## config.mk

```make
export PLATFORM = sky130hd
export DESIGN_NAME = echo_pulse_meter
export DESIGN_NICKNAME = d
export VERILOG_FILES = /design/src/rtl/echo_pulse_meter.sv
export SDC_FILE = /design/constraint.sdc
export NUM_CORES = 1
export LEC_CHECK = 0
export ABC_AREA = 1
export CAP_MARGIN = 20
export CELL_PAD_IN_SITES_DETAIL_PLACEMENT = 0
export CELL_PAD_IN_SITES_GLOBAL_PLACEMENT = 1
export CORE_MARGIN = 1.5
export CORE_UTILIZATION = 45
export DETAILED_ROUTE_END_ITERATION = 7
export GPL_TIMING_DRIVEN = 0
export PLACE_DENSITY_LB_ADDON = 0.1
export SLEW_MARGIN = 20
export SYNTH_ARGS = -nofsm -noshare
export SYNTH_HDL_FRONTEND = slang
export SYNTH_SLANG_ARGS = --single-unit
```

## constraint.sdc

```tcl
create_clock -name clk -period 2.8 [get_ports clk]
set_input_delay 0.56 -clock clk [delete_from_list [all_inputs] [get_ports clk]]
set_output_delay 0.56 -clock clk [all_outputs]
set_load 0.005 [all_outputs]
```

## src/rtl/echo_pulse_meter.sv

```systemverilog
// Echo pulse width meter: times an ultrasonic echo in prescaled ticks after a start pulse.
// Optional ECHO_GLITCH_FILTER_EN inserts a 3-sample glitch filter after the synchronizer.
module echo_pulse_meter #(
    parameter int TICK_DIV  = 50,
    parameter int CNT_WIDTH = 16,
    parameter int TIMEOUT   = 38000,
    parameter bit POLARITY  = 1'b1
) (
    input  logic                 clk,
    input  logic                 rst,
    input  logic                 start,
    input  logic                 echo,
    output logic [CNT_WIDTH-1:0] width,
    output logic                 valid,
    output logic                 busy,
    output logic                 timeout
);

    localparam int                   TICK_W    = $clog2(TICK_DIV);
    localparam logic [TICK_W-1:0]    TICK_LAST = TICK_W'(TICK_DIV - 1);
    localparam logic [CNT_WIDTH-1:0] CNT_MAX   = CNT_WIDTH'(TIMEOUT);
    localparam logic                 RAW_IDLE  = ~POLARITY;

    typedef enum logic [1:0] {IDLE, WAIT_EDGE, MEASURE, DONE} state_t;

    state_t                 state;
    logic [TICK_W-1:0]      tick, tick_nxt;
    logic [CNT_WIDTH-1:0]   cnt, cnt_nxt;
    logic                   sync1, sync2, cur, lvl, prev;
    logic                   rise, fall;

    // Raw echo is held at its inactive level in reset so no edge appears on release.
    // NOTE: sequential state uses non-blocking assignments so every flop samples pre-edge values.
    always_ff @(posedge clk or posedge rst) begin
        if (rst) begin
            sync1 <= RAW_IDLE;
            sync2 <= RAW_IDLE;
        end else begin
            sync1 <= echo;
            sync2 <= sync1;
        end
    end

    assign cur = sync2 ~^ POLARITY;

`ifdef ECHO_GLITCH_FILTER_EN
    logic hist1, hist2, filt_q;

    always_ff @(posedge clk or posedge rst) begin
        if (rst) begin
            hist1  <= 1'b0;
            hist2  <= 1'b0;
            filt_q <= 1'b0;
        end else begin
            hist1  <= cur;
            hist2  <= hist1;
            filt_q <= lvl;
        end
    end

    // Level follows cur only once three consecutive samples agree; adds two cycles to each edge.
    assign lvl = (cur == hist1 && hist1 == hist2) ? cur : filt_q;
`else
    assign lvl = cur;
`endif

    always_ff @(posedge clk or posedge rst) begin
        if (rst) prev <= 1'b0;
        else     prev <= lvl;
    end

    assign rise = lvl & ~prev;
    assign fall = ~lvl & prev;

    // NOTE: every always_comb output gets a default first so no latch is inferred.
    always_comb begin
        tick_nxt = tick + TICK_W'(1);
        cnt_nxt  = cnt;
        if (tick == TICK_LAST) begin
            tick_nxt = '0;
            cnt_nxt  = cnt + CNT_WIDTH'(1);
        end
    end

    always_ff @(posedge clk or posedge rst) begin
        if (rst) begin
            state   <= IDLE;
            tick    <= '0;
            cnt     <= '0;
            width   <= '0;
            valid   <= 1'b0;
            busy    <= 1'b0;
            timeout <= 1'b0;
        end else begin
            valid <= 1'b0;
            case (state)
                IDLE: begin
                    if (start) begin
                        state <= WAIT_EDGE;
                        tick  <= '0;
                        cnt   <= '0;
                        busy  <= 1'b1;
                    end
                end
                WAIT_EDGE: begin
                    if (rise) begin
                        // The detection cycle is already the first active cycle.
                        state <= MEASURE;
                        tick  <= TICK_W'(1);
                        cnt   <= '0;
                    end else if (cnt == CNT_MAX) begin
                        state   <= DONE;
                        width   <= '0;
                        timeout <= 1'b1;
                        valid   <= 1'b1;
                        busy    <= 1'b0;
                    end else begin
                        tick <= tick_nxt;
                        cnt  <= cnt_nxt;
                    end
                end
                MEASURE: begin
                    if (fall) begin
                        state   <= DONE;
                        width   <= cnt;
                        timeout <= 1'b0;
                        valid   <= 1'b1;
                        busy    <= 1'b0;
                    end else if (cnt == CNT_MAX) begin
                        state   <= DONE;
                        width   <= CNT_MAX;
                        timeout <= 1'b1;
                        valid   <= 1'b1;
                        busy    <= 1'b0;
                    end else begin
                        tick <= tick_nxt;
                        cnt  <= cnt_nxt;
                    end
                end
                DONE:    state <= IDLE;
                default: state <= IDLE;
            endcase
        end
    end

endmodule

```

==> results.toml, run 1 <==
[yosys]
ys_ff_latch = 46
ys_seq_area_share_pct = 40.82
yosysUniqueCellTypes = 32
synth_nets = 383
synth_cells = 369
ys_warn_count = 0
netlist_area_sq_mm = 0.002820
syn_avg_cell_area_sq_um = 7.643
synth-main-ff-cell = "dfrtp_1"
synth_edf_count = 0
synth-async-reset-ratio_pct = 100.0

[route]
first_pass_iters = 4
viasPerCell = 5.057
drtIter0Drc = 101
vias = 2402
drt_wl_total_um = 6468
drc = 0
ant_nets = 0
wire_per_inst_um = 13.62

[setup_path]
cp-end-kind = "flop"
criticalPathCategory = "primary input to flop"
critPathArrivalTime_ps = 2160
start_kind = "primary input"
crit_chain = "clkdlybuf4s50_1, inv_1, nand2_1, nand2_2, nor2_8, inv_2, nor2_2, nand3_1, o21ai_0"
worst_path_max_delay_cell = "clkdlybuf4s50_1"
critPathMaxStageDelay_ps = 450
crit_fanout = 8
critPathRequiredTime_ps = 3030

[placed_design]
detailed_place_hpwl_um = 4955
place.gp.congestion = 0.9221
io_buffer_count = 22

[clocking]
clock_sinks = 46
cts_tree = "built"
post_cts_buffers = 0
cts_resized = 0
clk_pin_slew_worst_paths_ps = 100
cts_hold_buf = 0
clockBufferDepth = 2
htreeDepth = 2
clock_latency_ps = 310
root_buffer = "clkbuf_8"
numCtsBuffers = 5

[run]
maxCapViolCount = 0

[floorplan]
start_util_pct = 47.08
fp.dieArea_sq_mm = 0.006751
rows = 28
core_sq_mm = 0.005991
dieHeight_um = 82.17
pin_count = 23
die_w_um = 82.17

[power_and_ir_drop]
power_uw = 2349
p_per_area_mw_per_mm2 = 718.9
peakVddDrop_mv = 0.4587
p_leak_uw = 0.001590

[finish]
final_common_cell = "nand2_1"
mostFrequentLayoutCells = "nand2_1, dfrtp_1, inv_1"
drive_gt1_share_pct = 16.25
n_antenna_cell = 0
area_growth_pct = 15.84
nets = 413
fin_util_pct = 54.53

[global_route]
grt_max_degree = 31
grt_pass1_wl_um = 11350
antenna_found_initial = 0
grt_pass1_vias = 2413
grt_overflow = 0
grt_usage_pct = 22.16

[sta]
finalSetupTns_ps = 0
period_needed_ps = 1933
max-slew-margin-rel_pct = 72.86
drv_slew = 0
fin_skew_ps = 5.458
max_freq_mhz = 517.3
worst_pin_slew_ps = 406.4
grt_setup_unrepaired = "false"
fin_crit_sh_pct = 69.04
setup_viol = 0
hold_viol = 0
hold_ws_ps = 363.1

[status]
status = "complete, no violations"

[worst_hold_path]
hold_path.class = "flop to flop"
## metrics by stage
stage	worst slack [ps]	area, sq um	instances
after floorplan	1152	2820	369
final	867.0	3267	475
after CTS	857.1	3267	475
after global routing	696.7	3267	475
after global placement	158.8	3134	466
after detailed placement	547.8	3154	467
## critical path: cells and delay by family
family	cells	cell delay (ps)
buf+inv	3	620
simple gates	5	870
compound gates	1	100
## path summary, 6_finish.rpt
kind | from | end | slack [ps] | depth (start not counted)
setup / recovery | start | cnt[13]$_DFFE_PP0P_ | 870 | 9
hold / removal | sync1$_DFF_PP0_ | cur$_DFF_PP0_ | 360 | 0
setup reg to reg | state[0]$_DFFE_PP0N_ | cnt[13]$_DFFE_PP0P_ | 870 | 9
hold reg to reg | sync1$_DFF_PP0_ | cur$_DFF_PP0_ | 360 | 0
max in group asynchronous | rst | cnt[11]$_DFFE_PP0P_ | 1760 | 3
min in group asynchronous | rst | sync1$_DFF_PP0_ | 540 | 2
## cell usage after synthesis, drive strengths merged, types with 2 or more instances
cell    number  share of area, %
o21ai       37               8.7
nor3         2              0.35
ha          10               4.4
a21oi        7               1.8
nand2      111                16
nand3       27               5.4
buf          8               2.6
nor2        48               7.8
inv         55               7.3
o21bai       3              0.80
nand4        9               2.0
dfrtp       46                41
## routing by layer
metal	wire [um]	global-route usage, %	part of all wire [%]	vias to the layer above
met4	73	5.254	1.1	0
met2	3162	39.02	49	40
li1	-	-	-	1223
met1	3032	28.29	47	1134
met3	200	3.626	3.1	5
met5	0	0	0	-
## where the power goes
group | total [uW] | internal, uW | switching, uW
clock network | 528 | 268 | 260
logic | 1030 | 398 | 628
registers | 795 | 742 | 52.9
total | 2350 | 1410 | 941
## final cells by class
type	count	area (sq um)
fill	603	2724
multi-input combinational	259	1385
sequential	46	1151
timing repair buffer	23	240.2
inverter	56	210.2
tap	75	93.84
buffer	8	73.82
clock buffer	5	68.82
clock inverter	3	43.79
## registers in the layout, summed over array words and instances, names as in the netlist, 2 cells and up
name	flops
tick	6
state	2
width	16
cnt	16
## cells by family (layout without fill, tap and decap cells)
| logic type | count (synthesis) | count (layout) | share of synthesized area (%) |
|---|---|---|---|
| flops | 46 | 46 | 40.82 |
| buf+inv | 64 | 95 | 10.07 |
| fa+ha+maj | 10 | 10 | 4.437 |
| simple gates | 199 | 199 | 32.52 |
| compound gates | 49 | 49 | 11.85 |
| xor+xnor | 1 | 1 | 0.3106 |
Note: power is estimated with default switching activity, not from simulation.
==> inputs of run 2 (changes only) <==
--- a/config.mk
+++ b/config.mk
@@ -10,7 +10,7 @@
 export CELL_PAD_IN_SITES_DETAIL_PLACEMENT = 0
 export CELL_PAD_IN_SITES_GLOBAL_PLACEMENT = 1
 export CORE_MARGIN = 1.5
-export CORE_UTILIZATION = 45
+export CORE_UTILIZATION = 43
 export DETAILED_ROUTE_END_ITERATION = 7
 export GPL_TIMING_DRIVEN = 0
 export PLACE_DENSITY_LB_ADDON = 0.1
==> constraint.sdc (replaced) <==
create_clock -name clk -period 1.94 [get_ports clk]
set_input_delay 0.388 -clock clk [delete_from_list [all_inputs] [get_ports clk]]
set_output_delay 0.388 -clock clk [all_outputs]
set_load 0.005 [all_outputs]
==> results.toml, run 2 (synthesized netlist as in run 1, its figures left out) <==
[route]
drc = 0
first_pass_iters = 4
wire_per_inst_um = 13.66
drtIter0Drc = 89
ant_nets = 0
vias = 2404
viasPerCell = 5.019
drt_wl_total_um = 6545

[sta]
hold_ws_ps = 369.8
drv_slew = 0
grt_setup_unrepaired = "false"
finalSetupTns_ps = 0
setup_viol = 0
fin_skew_ps = 9.813
max_freq_mhz = 557.8
max-slew-margin-rel_pct = 58.94
hold_viol = 0
period_needed_ps = 1793
fin_crit_sh_pct = 92.42
worst_pin_slew_ps = 615.0

[global_route]
grt_overflow = 0
grt_max_degree = 27
grt_pass1_wl_um = 11700
antenna_found_initial = 0
grt_pass1_vias = 2416
grt_usage_pct = 20.75

[clocking]
clockBufferDepth = 2
htreeDepth = 2
root_buffer = "clkbuf_8"
numCtsBuffers = 5
clk_pin_slew_worst_paths_ps = 90
cts_tree = "built"
cts_hold_buf = 0
clock_sinks = 46
clock_latency_ps = 310

[floorplan]
dieHeight_um = 83.99
die_w_um = 83.99
pin_count = 23
core_sq_mm = 0.006350
fp.dieArea_sq_mm = 0.007053
start_util_pct = 44.41
rows = 29

[setup_path]
worst_path_max_delay_cell = "dfrtp_1"
reg2reg_setup_slack_ps = 150
rr_startpoint = "state[0]$_DFFE_PP0N_"
reg2regPathDepth = 10
critPathArrivalTime_ps = 2000
start_kind = "flop"
crit_chain = "inv_1, ha_1, nand2_1, nand2_2, nor2_8, nand3_4, nand2_4, nand2_2, nor2_1, nor2_1"
crit_fanout = 9
critPathMaxStageDelay_ps = 370
cp-end-kind = "flop"
path_buf_inv = 1
critPathRequiredTime_ps = 2140
crit_family = "simple AND/OR/NAND/NOR gates"
r2r-end = "cnt[5]$_DFFE_PP0P_"
criticalPathCategory = "flop to flop"

[power_and_ir_drop]
p_leak_uw = 0.001589
power_uw = 3328
p_per_area_mw_per_mm2 = 1008
peakVddDrop_mv = 0.5418

[finish]
drive_gt1_share_pct = 17.41
mostFrequentLayoutCells = "nand2_1, inv_1, dfrtp_1"
largestRegisters = "cnt: 16 flops, width: 16 flops, tick: 6 flops"
n_antenna_cell = 0
fin_util_pct = 52.00
area_growth_pct = 17.08
nets = 415
final_common_cell = "nand2_1"

[worst_hold_path]
hold_path.class = "flop to flop"
min-delay-start = "sync1$_DFF_PP0_"
min_to = "cur$_DFF_PP0_"
min_delay_path_depth = 0

[placed_design]
detailed_place_hpwl_um = 4990
place.gp.congestion = 0.9180
io_buffer_count = 22

[status]
status = "complete, no violations"

[run]
maxCapViolCount = 0
run 2: cell type report:
type	instances	area, sq um
Sequential cell	46	1154
Clock inverter	3	21.27
Tap cell	77	96.34
Buffer	8	73.82
Fill cell	642	3048
Timing Repair Buffer	25	262.8
Multi-Input combinational cell	259	1415
Clock buffer	5	68.82
Inverter	56	210.2
run 2: layer usage:
metal | part of all wire, % | vias up | track usage, % | routed length [um]
li1 | - | 1225 | - | -
met1 | 45 | 1129 | 27.09 | 2947
met2 | 50 | 41 | 35.48 | 3274
met3 | 3.7 | 9 | 3.660 | 239
met4 | 1.3 | 0 | 5.514 | 84
met5 | 0 | - | 0 | 0
run 2: worst max path at each step:
stage | cells after the start | from | to | slack [ps]
2_1_floorplan | 8 | state[0]$_DFFE_PP0N_ | width[12]$_DFFE_PP0P_ | 350
3_3_place_gp | 2 | rst | cnt[11]$_DFFE_PP0P_ | -550
3_5_place_dp | 9 | start | cnt[12]$_DFFE_PP0P_ | -90
4_1_cts | 9 | state[0]$_DFFE_PP0N_ | cnt[12]$_DFFE_PP0P_ | 0.5
5_1_grt | 12 | cnt[0]$_DFFE_PP0P_ | tick[0]$_DFFE_PP0P_ | 7
6_report | 10 | state[0]$_DFFE_PP0N_ | cnt[5]$_DFFE_PP0P_ | 150
run 2: repair_timing:
action / CTS / global route
endpoints found under the setup margin: 0 / 38
resized for setup: 0 / 7
buffers inserted: 0 / 2
run 2: per-stage QoR:
stage               setup slack, ps  instances  instance area [sq um]
floorplan                     351.3        369                   2820
global placement             -553.9        468                   3137
detailed placement           -92.50        469                   3164
CTS                          0.4643        477                   3254
global route                  6.829        479                   3302
finish                        147.1        479                   3302
run 2: where the power goes:
| group | internal [uW] | switching (uW) | total [uW] |
|---|---|---|---|
| Combinational | 614 | 950 | 1560 |
| Sequential | 1070 | 73.4 | 1140 |
| Clock | 254 | 365 | 619 |
